$ cat src/rtl/miss_pkg.sv
// Shared types and sizing helpers for the miss refill controller.
package miss_pkg;

  localparam int ADDR_W_DEF = 10;
  localparam int DATA_W_DEF = 32;

  typedef enum logic [1:0] {
    IDLE = 2'd0,
    REQ  = 2'd1,
    DATA = 2'd2
  } state_t;

  // A single-beat line still needs a one-bit counter.
  function automatic int cnt_width(input int n);
    if (n > 1) begin
      return $clog2(n);
    end else begin
      return 1;
    end
  endfunction

endpackage

$ cat src/rtl/miss_fifo.sv
// Miss address FIFO with extra-bit pointers for full/empty.
// With MISS_DEDUP_EN defined it also reports whether match_addr is held in any valid entry.
module miss_fifo
  import miss_pkg::*;
#(
  parameter int ADDR_W = ADDR_W_DEF,
  parameter int DEPTH  = 8
) (
  input  logic              clk,
  input  logic              rst,
  input  logic              push,
  input  logic [ADDR_W-1:0] push_addr,
  input  logic              pop,
  output logic [ADDR_W-1:0] head_addr,
  output logic              full,
  output logic              empty
`ifdef MISS_DEDUP_EN
  ,
  input  logic [ADDR_W-1:0] match_addr,
  output logic              match
`endif
);

  localparam int PTR_W = $clog2(DEPTH);

  logic [ADDR_W-1:0] mem [DEPTH];
  logic [PTR_W:0]    wr_ptr;
  logic [PTR_W:0]    rd_ptr;
  logic              push_ok;
  logic              pop_ok;

  assign full      = (wr_ptr[PTR_W] != rd_ptr[PTR_W]) &&
                     (wr_ptr[PTR_W-1:0] == rd_ptr[PTR_W-1:0]);
  assign empty     = (wr_ptr == rd_ptr);
  assign push_ok   = push && !full;
  assign pop_ok    = pop && !empty;
  assign head_addr = mem[rd_ptr[PTR_W-1:0]];

  // Pointer and storage update
  always_ff @(posedge clk or posedge rst) begin
    if (rst) begin
      wr_ptr <= '0;
      rd_ptr <= '0;
      for (int i = 0; i < DEPTH; i++) begin
        mem[i] <= '0;
      end
    end else begin
      if (push_ok) begin
        mem[wr_ptr[PTR_W-1:0]] <= push_addr;
        wr_ptr                 <= wr_ptr + (PTR_W+1)'(1);
      end
      if (pop_ok) begin
        rd_ptr <= rd_ptr + (PTR_W+1)'(1);
      end
    end
  end

`ifdef MISS_DEDUP_EN
  logic [PTR_W:0]   used;
  logic [PTR_W-1:0] off;

  assign used = wr_ptr - rd_ptr;

  // An entry is live when its distance from the head is below the occupancy.
  always_comb begin
    match = 1'b0;
    off   = '0;
    for (int i = 0; i < DEPTH; i++) begin
      off   = PTR_W'(i) - rd_ptr[PTR_W-1:0];
      match = match | (({1'b0, off} < used) && (mem[i] == match_addr));
    end
  end
`endif

endmodule

$ cat src/rtl/miss_refill_ctrl.sv
// Queues cache-miss line addresses and refills each line from memory, beat by beat.
// Optional MISS_DEDUP_EN drops misses already queued or in flight.
module miss_refill_ctrl
  import miss_pkg::*;
#(
  parameter int ADDR_W     = ADDR_W_DEF,
  parameter int DEPTH      = 8,
  parameter int LINE_BEATS = 4,
  parameter int DATA_W     = DATA_W_DEF
) (
  input  logic              clk,
  input  logic              rst,
  input  logic              miss_valid,
  input  logic [ADDR_W-1:0] miss_addr,
  output logic              miss_ready,
  output logic              mem_req,
  output logic [ADDR_W-1:0] mem_addr,
  input  logic              mem_ack,
  input  logic              mem_rvalid,
  input  logic [DATA_W-1:0] mem_rdata,
  output logic              fill_valid,
  output logic [ADDR_W-1:0] fill_addr,
  output logic [DATA_W-1:0] fill_data,
  output logic              fill_last,
  output logic              busy,
  output logic [15:0]       miss_count
);

  localparam int                BEAT_W    = cnt_width(LINE_BEATS);
  localparam logic [BEAT_W-1:0] LAST_BEAT = BEAT_W'(LINE_BEATS - 1);

  state_t            state;
  state_t            next_state;
  logic [BEAT_W-1:0] beat_cnt;
  logic              full;
  logic              empty;
  logic [ADDR_W-1:0] head_addr;
  logic              accept;
  logic              dup;
  logic              push;
  logic              beat_fire;
  logic              last_fire;

  assign miss_ready = !full;
  assign busy       = (state != IDLE) || !empty;
  assign accept     = miss_valid && !full;
  assign push       = accept && !dup;
  assign beat_fire  = (state == DATA) && mem_rvalid;
  assign last_fire  = beat_fire && (beat_cnt == LAST_BEAT);

`ifdef MISS_DEDUP_EN
  logic fifo_match;

  assign dup = fifo_match || ((state != IDLE) && (mem_addr == miss_addr));

  miss_fifo #(.ADDR_W(ADDR_W), .DEPTH(DEPTH)) u_fifo (
    .clk        (clk),
    .rst        (rst),
    .push       (push),
    .push_addr  (miss_addr),
    .pop        (last_fire),
    .head_addr  (head_addr),
    .full       (full),
    .empty      (empty),
    .match_addr (miss_addr),
    .match      (fifo_match)
  );
`else
  assign dup = 1'b0;

  miss_fifo #(.ADDR_W(ADDR_W), .DEPTH(DEPTH)) u_fifo (
    .clk       (clk),
    .rst       (rst),
    .push      (push),
    .push_addr (miss_addr),
    .pop       (last_fire),
    .head_addr (head_addr),
    .full      (full),
    .empty     (empty)
  );
`endif

  // Next-state selection
  always_comb begin
    next_state = state;
    case (state)
      IDLE: begin
        if (!empty) begin
          next_state = REQ;
        end else begin
          next_state = IDLE;
        end
      end
      REQ: begin
        if (mem_ack) begin
          next_state = DATA;
        end else begin
          next_state = REQ;
        end
      end
      DATA: begin
        if (last_fire) begin
          next_state = IDLE;
        end else begin
          next_state = DATA;
        end
      end
      default: next_state = IDLE;
    endcase
  end

  // State register
  always_ff @(posedge clk or posedge rst) begin
    if (rst) begin
      state <= IDLE;
    end else begin
      state <= next_state;
    end
  end

  // Memory request side; the address is captured only when leaving IDLE so it stays stable in REQ/DATA
  always_ff @(posedge clk or posedge rst) begin
    if (rst) begin
      mem_req  <= 1'b0;
      mem_addr <= '0;
      beat_cnt <= '0;
    end else begin
      mem_req <= (next_state == REQ);
      if ((state == IDLE) && !empty) begin
        mem_addr <= head_addr;
      end
      if (state == REQ) begin
        beat_cnt <= '0;
      end else if (beat_fire) begin
        beat_cnt <= beat_cnt + BEAT_W'(1);
      end
    end
  end

  // Registered fill port, one cycle behind each accepted beat
  always_ff @(posedge clk or posedge rst) begin
    if (rst) begin
      fill_valid <= 1'b0;
      fill_addr  <= '0;
      fill_data  <= '0;
      fill_last  <= 1'b0;
    end else begin
      fill_valid <= beat_fire;
      fill_last  <= last_fire;
      if (beat_fire) begin
        fill_addr <= mem_addr;
        fill_data <= mem_rdata;
      end
    end
  end

  // Saturating count of enqueued misses
  always_ff @(posedge clk or posedge rst) begin
    if (rst) begin
      miss_count <= 16'h0000;
    end else if (push && (miss_count != 16'hFFFF)) begin
      miss_count <= miss_count + 16'h0001;
    end
  end

endmodule

$ cat config.mk
export PLATFORM = sky130hd
export DESIGN_NAME = miss_refill_ctrl
export DESIGN_NICKNAME = d
export VERILOG_FILES = /design/src/rtl/miss_pkg.sv /design/src/rtl/miss_fifo.sv /design/src/rtl/miss_refill_ctrl.sv
export SDC_FILE = /design/constraint.sdc
export NUM_CORES = 1
export LEC_CHECK = 0
export ABC_AREA = 1
export ABC_CLOCK_PERIOD_IN_PS = 9610
export BUFFER_PORTS_ARGS = -buffer_cell sky130_fd_sc_hd__buf_2
export CORE_ASPECT_RATIO = 0.8
export CORE_MARGIN = 2
export CORE_UTILIZATION = 61
export DETAILED_ROUTE_END_ITERATION = 8
export GPL_TIMING_DRIVEN = 0
export PLACE_DENSITY = 0.91
export SYNTH_ARGS = -nofsm -noshare
export SYNTH_HDL_FRONTEND = slang
export SYNTH_SLANG_ARGS = --single-unit
$ cat constraint.sdc
create_clock -name clk -period 9.61 [get_ports clk]
set_input_delay 0.961 -clock clk [delete_from_list [all_inputs] [get_ports clk]]
set_output_delay 0.961 -clock clk [all_outputs]
set_load 0.05 [all_outputs]
**After elaboration in Yosys (flattened, before gate mapping)**

Index checks and enable logic that the tools add are counted.

- Input port bits: 47
- Bits in registers: 163
- Output and inout bits: 73
- Logic and storage cells: 63

- Bitwise gates (word level): 2
- Order comparisons: 3
- $add $sub $neg: 4
- Reductions and logical operators: 15
- Equality and inequality tests: 8
- Muxes and demuxes: 12

Operator list:

| operator | count |
|---|---|
| bitwise mux 80 bit | 1 |
| binary-select mux 10 bit (select 3 bit) | 1 |
| demux 10 bit (select 3 bit) | 1 |
| two-way mux 10 bit | 3 |
| adder 16 x 1 -> 16 bit, second input constant | 1 |
| inequality test 16 bit, second input constant | 1 |
| logical AND 1 bit | 9 |
| adder 4 x 1 -> 4 bit, second input constant | 2 |
| >= comparator 4 bit, second input constant | 2 |
| two-way mux 2 bit | 4 |
| inverter 3 -> 4 bit | 2 |
| case mux 2 bit (3 select lines) | 1 |
| == test 2 x 1 -> 1 bit, second input constant | 2 |
| == test 2 bit, second input constant | 2 |
| == test 4 bit | 1 |
| < comparator 4 x 1 -> 1 bit, second input constant | 1 |
| nonzero test 2 bit | 2 |
| == test 3 bit | 1 |
| adder 2 x 1 -> 2 bit, second input constant | 1 |
| zero test 1 bit | 2 |
| zero test 2 bit | 1 |
| logical OR 1 bit | 1 |
| two-way mux 1 bit | 1 |
| inequality test 1 bit | 1 |

**Logic depth before layout (Yosys ltp)**

- Word-level depth: 6
- Mapped depth: 10
- Depth with buffers taken out: 10

**Cells and area by module**

Synthesis repeated with hierarchy kept, for this count alone.

- Cells, all modules: 972
- Area, all modules: 7,906.3 µm²

Modules (own cells, without submodules):

| module | area each (µm²) | cells each | instances | seq. area each (µm²) |
|---|---|---|---|---|
| miss_fifo | 4,660.7 | 590 | 1 | 2,202.1 |
| miss_refill_ctrl | 3,245.6 | 382 | 1 | 1,876.8 |

**Least setup slack after synthesis**

Ideal clock, no wire load.

- Path type: reg2out
- Start: register u_fifo.wr_ptr[2]
- End: output busy
- Path slack: 7.381 ns
- Arrival: 1.268 ns
- Cell stages (with the launch flop): 6
- Buffers on the path: 1
- Cells stage by stage: dfrtp_1 -> buf_4 -> inv_2 -> nand2_1 -> a21oi_1 -> nand4_1

- Cells in the longest elaborated chain, start to end: 3

Ends and longest elaborated chain:

| what | line | RTL |
|---|---|---|
| start: declaration | miss_fifo.sv:27 | `logic [PTR_W:0] wr_ptr;` |
| start signal: assignment | miss_fifo.sv:50 | `wr_ptr <= wr_ptr + (PTR_W+1)'(1);` |
| == test 4 bit | miss_fifo.sv:34 | `assign empty = (wr_ptr == rd_ptr);` |
| zero test 1 bit | miss_refill_ctrl.sv:45 | `assign busy = (state != IDLE) \|\| !empty;` |
| logical OR 1 bit | miss_refill_ctrl.sv:45 |  |
| end: declaration | miss_refill_ctrl.sv:25 | `output logic busy,` |

No other way between the ends.

**Final worst setup path**

- Start: register u_fifo.rd_ptr[1]
- End: output miss_ready

- Cells in the longest elaborated chain, start to end: 3

Ends and longest elaborated chain:

| what | line | RTL |
|---|---|---|
| start: declaration | miss_fifo.sv:28 | `logic [PTR_W:0] rd_ptr;` |
| start signal: assignment | miss_fifo.sv:53 | `rd_ptr <= rd_ptr + (PTR_W+1)'(1);` |
| == test 3 bit | miss_fifo.sv:33 | `(wr_ptr[PTR_W-1:0] == rd_ptr[PTR_W-1:0]);` |
| logical AND 1 bit | miss_fifo.sv:32 | `assign full = (wr_ptr[PTR_W] != rd_ptr[PTR_W]) &&` |
| zero test 1 bit | miss_refill_ctrl.sv:44 | `assign miss_ready = !full;` |
| end: declaration | miss_refill_ctrl.sv:15 | `output logic miss_ready,` |

No other way between the ends.

==> results.ini <==
[floorplan]
num_rows=36
start_util_pct=62.10
fp.dieW_um=128.2
die_h_um=103.3
core_area_sq_um=12120
dieArea_sq_um=13250
ios=120

[detailed_routing]
firstDrtPassIters=6
via_per_inst=5.509
final_antenna_net_count=0
drc=0
drt-wirelength-per-cell_um=15.89
vias=6605
drt_iter0_markers=722
drt-total-wl_mm=19.06

[pwr]
p_leak_nw=4.711
ir_worst_vdd_uv=186.0
power.density_nw_per_um2=350.3

[synth]
synth_area_leaders=dfrtp_1, nand2_1, o21ai_0
synth_seq_cells=163
netlist_area_sq_um=7525
yosysTopAreaCell=dfrtp_1
synth_top_area_share_pct=54.21
synthAdderAreaFrac_pct=0.6651
syn_nets=946
ys_seq_area_share_pct=54.21
ys_types=34
syn_area_per_cell_sq_um=8.408
synth_compound_area_share_pct=10.82
synthMuxAreaShare_pct=0
synth_top_family_by_area=simple AND/OR/NAND/NOR gates
synthXorXnorAreaFrac_pct=1.962
yosysWarnings=0
synth_simple_gate_area_share_pct=26.44
synth_cells=895

[timing]
finalHoldViolCount=0
setup-tns-final_ps=0
rsz0062_at_grt=false
period_needed_ps=2818
relSlewSlack_pct=56.51
clock_skew_ps=8.616
tightest_slew_ps=652.3
slew_viol_final=0
finalSetupViolCount=0
fmax_ghz=0.3548
period_share_pct=29.33

[cts]
postCtsSetupBuffers=0
clkLatencyLatePin_ps=440
clk_pin_slew_ps=70
cts_resized=0
clockRootBuffer=clkbuf_16
clock_path_buffers=2
tritoncts=built
ctsHoldBuffers=0
cts.sinks=163
htree_levels=4
numCtsBuffers=17

[cells_and_area]
nFillCells=825
drive_gt1_share_pct=20.82
insertedDiodeCount=0
final_net_count=1085
area_growth_syn_to_layout_pct=18.39
final_cells=1199

[hold_path]
hp-class=in -> async

[grt]
antenna_found_initial=0
grt_max_degree=129
grt_pass1_wl_mm=30.75
gr-total-overflow=0
grt_pass1_vias=6035
grtUsageTotal_pct=30.19

[setup_path]
critPathRequiredTime_ps=8650
cp_max_fo=10
endpoint_kind=output pin
startpoint_type=register
crit_arrival_ps=1860
worstSetupPathType=reg -> out

[placed_design]
placedCellCount=1167
dp_hpwl_mm=12.40
gp_congestion=0.8501
numPortBuffers=119

[outcome]
outcome=complete, no violations

[job]
max-cap-violations=0

flip-flops by register name, indices dropped and copies added, names as in the netlist, 4 cells and up:
name	count
u_fifo.rd_ptr	4
u_fifo.mem	80
miss_count	16
mem_addr	10
u_fifo.wr_ptr	4
fill_data	32
fill_addr	10
through the flow:
step / worst slack (ps) / hold slack (ps) / power [mW] / instance area, sq um / util, %
6_report: 6792 / 476.6 / 3.121 / 8909 / 73.52
5_1_grt: 6704 / 501.8 / 3.309 / 8909 / 73.52
4_1_cts: 6795 / 478.0 / 3.111 / 8909 / 73.52
3_5_place_dp: 7225 / 460.1 / 2.436 / 8346 / 68.88
3_3_place_gp: 2577 / 456.8 / 2.386 / 8310 / 68.59
2_1_floorplan: 4244 / 447.8 / 2.100 / 7525 / -
area by class of cell:
class                   count  area (sq um)  share of cell area, %
flip-flops and latches    163          4079                  45.79
clock buffers              17         425.4                  4.775
inverters                  38         150.1                  1.685
multi-input cells         648          3002                  33.69
repair buffers            120         623.1                  6.994
well taps                 152         190.2                  2.135
plain buffers              46         301.5                  3.385
clock inverters            15         137.6                  1.545
layout by cell type (no fill, tap or decap), types with 5 or more instances in the layout:
cell         n
nand3_1     14
o21ai_1     38
inv_1       32
buf_6       12
nor2_1      83
clkbuf_1    17
nand4_1      5
nand2_1    360
inv_6        5
o21ai_2     22
nand3_4      5
buf_2      127
clkbuf_16   17
o21ai_0     82
inv_8        5
nor3_1       7
xnor2_1      8
xor2_1       7
dfrtp_1    163
logic make-up after synthesis:
group,Yosys count
AND/OR/NAND/NOR,483
XOR/XNOR,16
AO/OA/AOI/OAI,145
buffers and inverters,84
adder cells (fa/ha/maj),4
flip-flops,163
synth_stat cells (all sizes together):
cell type / count
nand2: 363
dfrtp: 163
o21ai: 142
nor2: 84
inv: 37
buf: 28
nand3: 21
clkbuf: 18
xnor2: 9
nor3: 8
xor2: 7
nand4: 6
ha: 4
a21oi: 1
a22o: 1
clkinv: 1
nand3b: 1
o31ai: 1
worst max-delay path: stages (launching register included):
cell	delay, ps
dfrtp_1	350
buf_2	220
inv_1	70
nand2_1	90
nand2_2	90
nand4_4	140
buf_12	170
buf_2	280
power breakdown:
part | switching [mW] | internal [mW] | total, mW | leakage, nW
combinational | 0.956 | 0.370 | 1.33 | 2.36
clock | 0.313 | 0.342 | 0.655 | 0.269
sequential | 0.175 | 0.964 | 1.14 | 2.08
total | 1.44 | 1.68 | 3.12 | 4.71
final timing paths:
check,to,from,slack [ps],cells after the start
worst max-delay path,miss_ready,u_fifo.rd_ptr[1]$_DFFE_PP0P_,6790,7
worst min-delay path,miss_count[11]$_DFFE_PP0P_,rst,480,2
worst max register to register,mem_addr[4]$_DFFE_PP0P_,u_fifo.rd_ptr[0]$_DFFE_PP0P_,7700,9
worst min register to register,fill_data[30]$_DFFE_PP0P_,fill_data[30]$_DFFE_PP0P_,480,2
max in group asynchronous,miss_count[10]$_DFFE_PP0P_,rst,8220,3
min in group clk,fill_data[30]$_DFFE_PP0P_,fill_data[30]$_DFFE_PP0P_,480,2
metal layers:
metal / up-vias / share of wire [%] / global-route usage (%)
met4: 0 / 1.9 / 9.975
met5: - / 0 / 0
met1: 3165 / 43 / 41.68
met3: 39 / 8.4 / 7.510
li1: 3119 / - / -
met2: 282 / 47 / 47.88
Note: power is estimated with default switching activity, not from simulation.
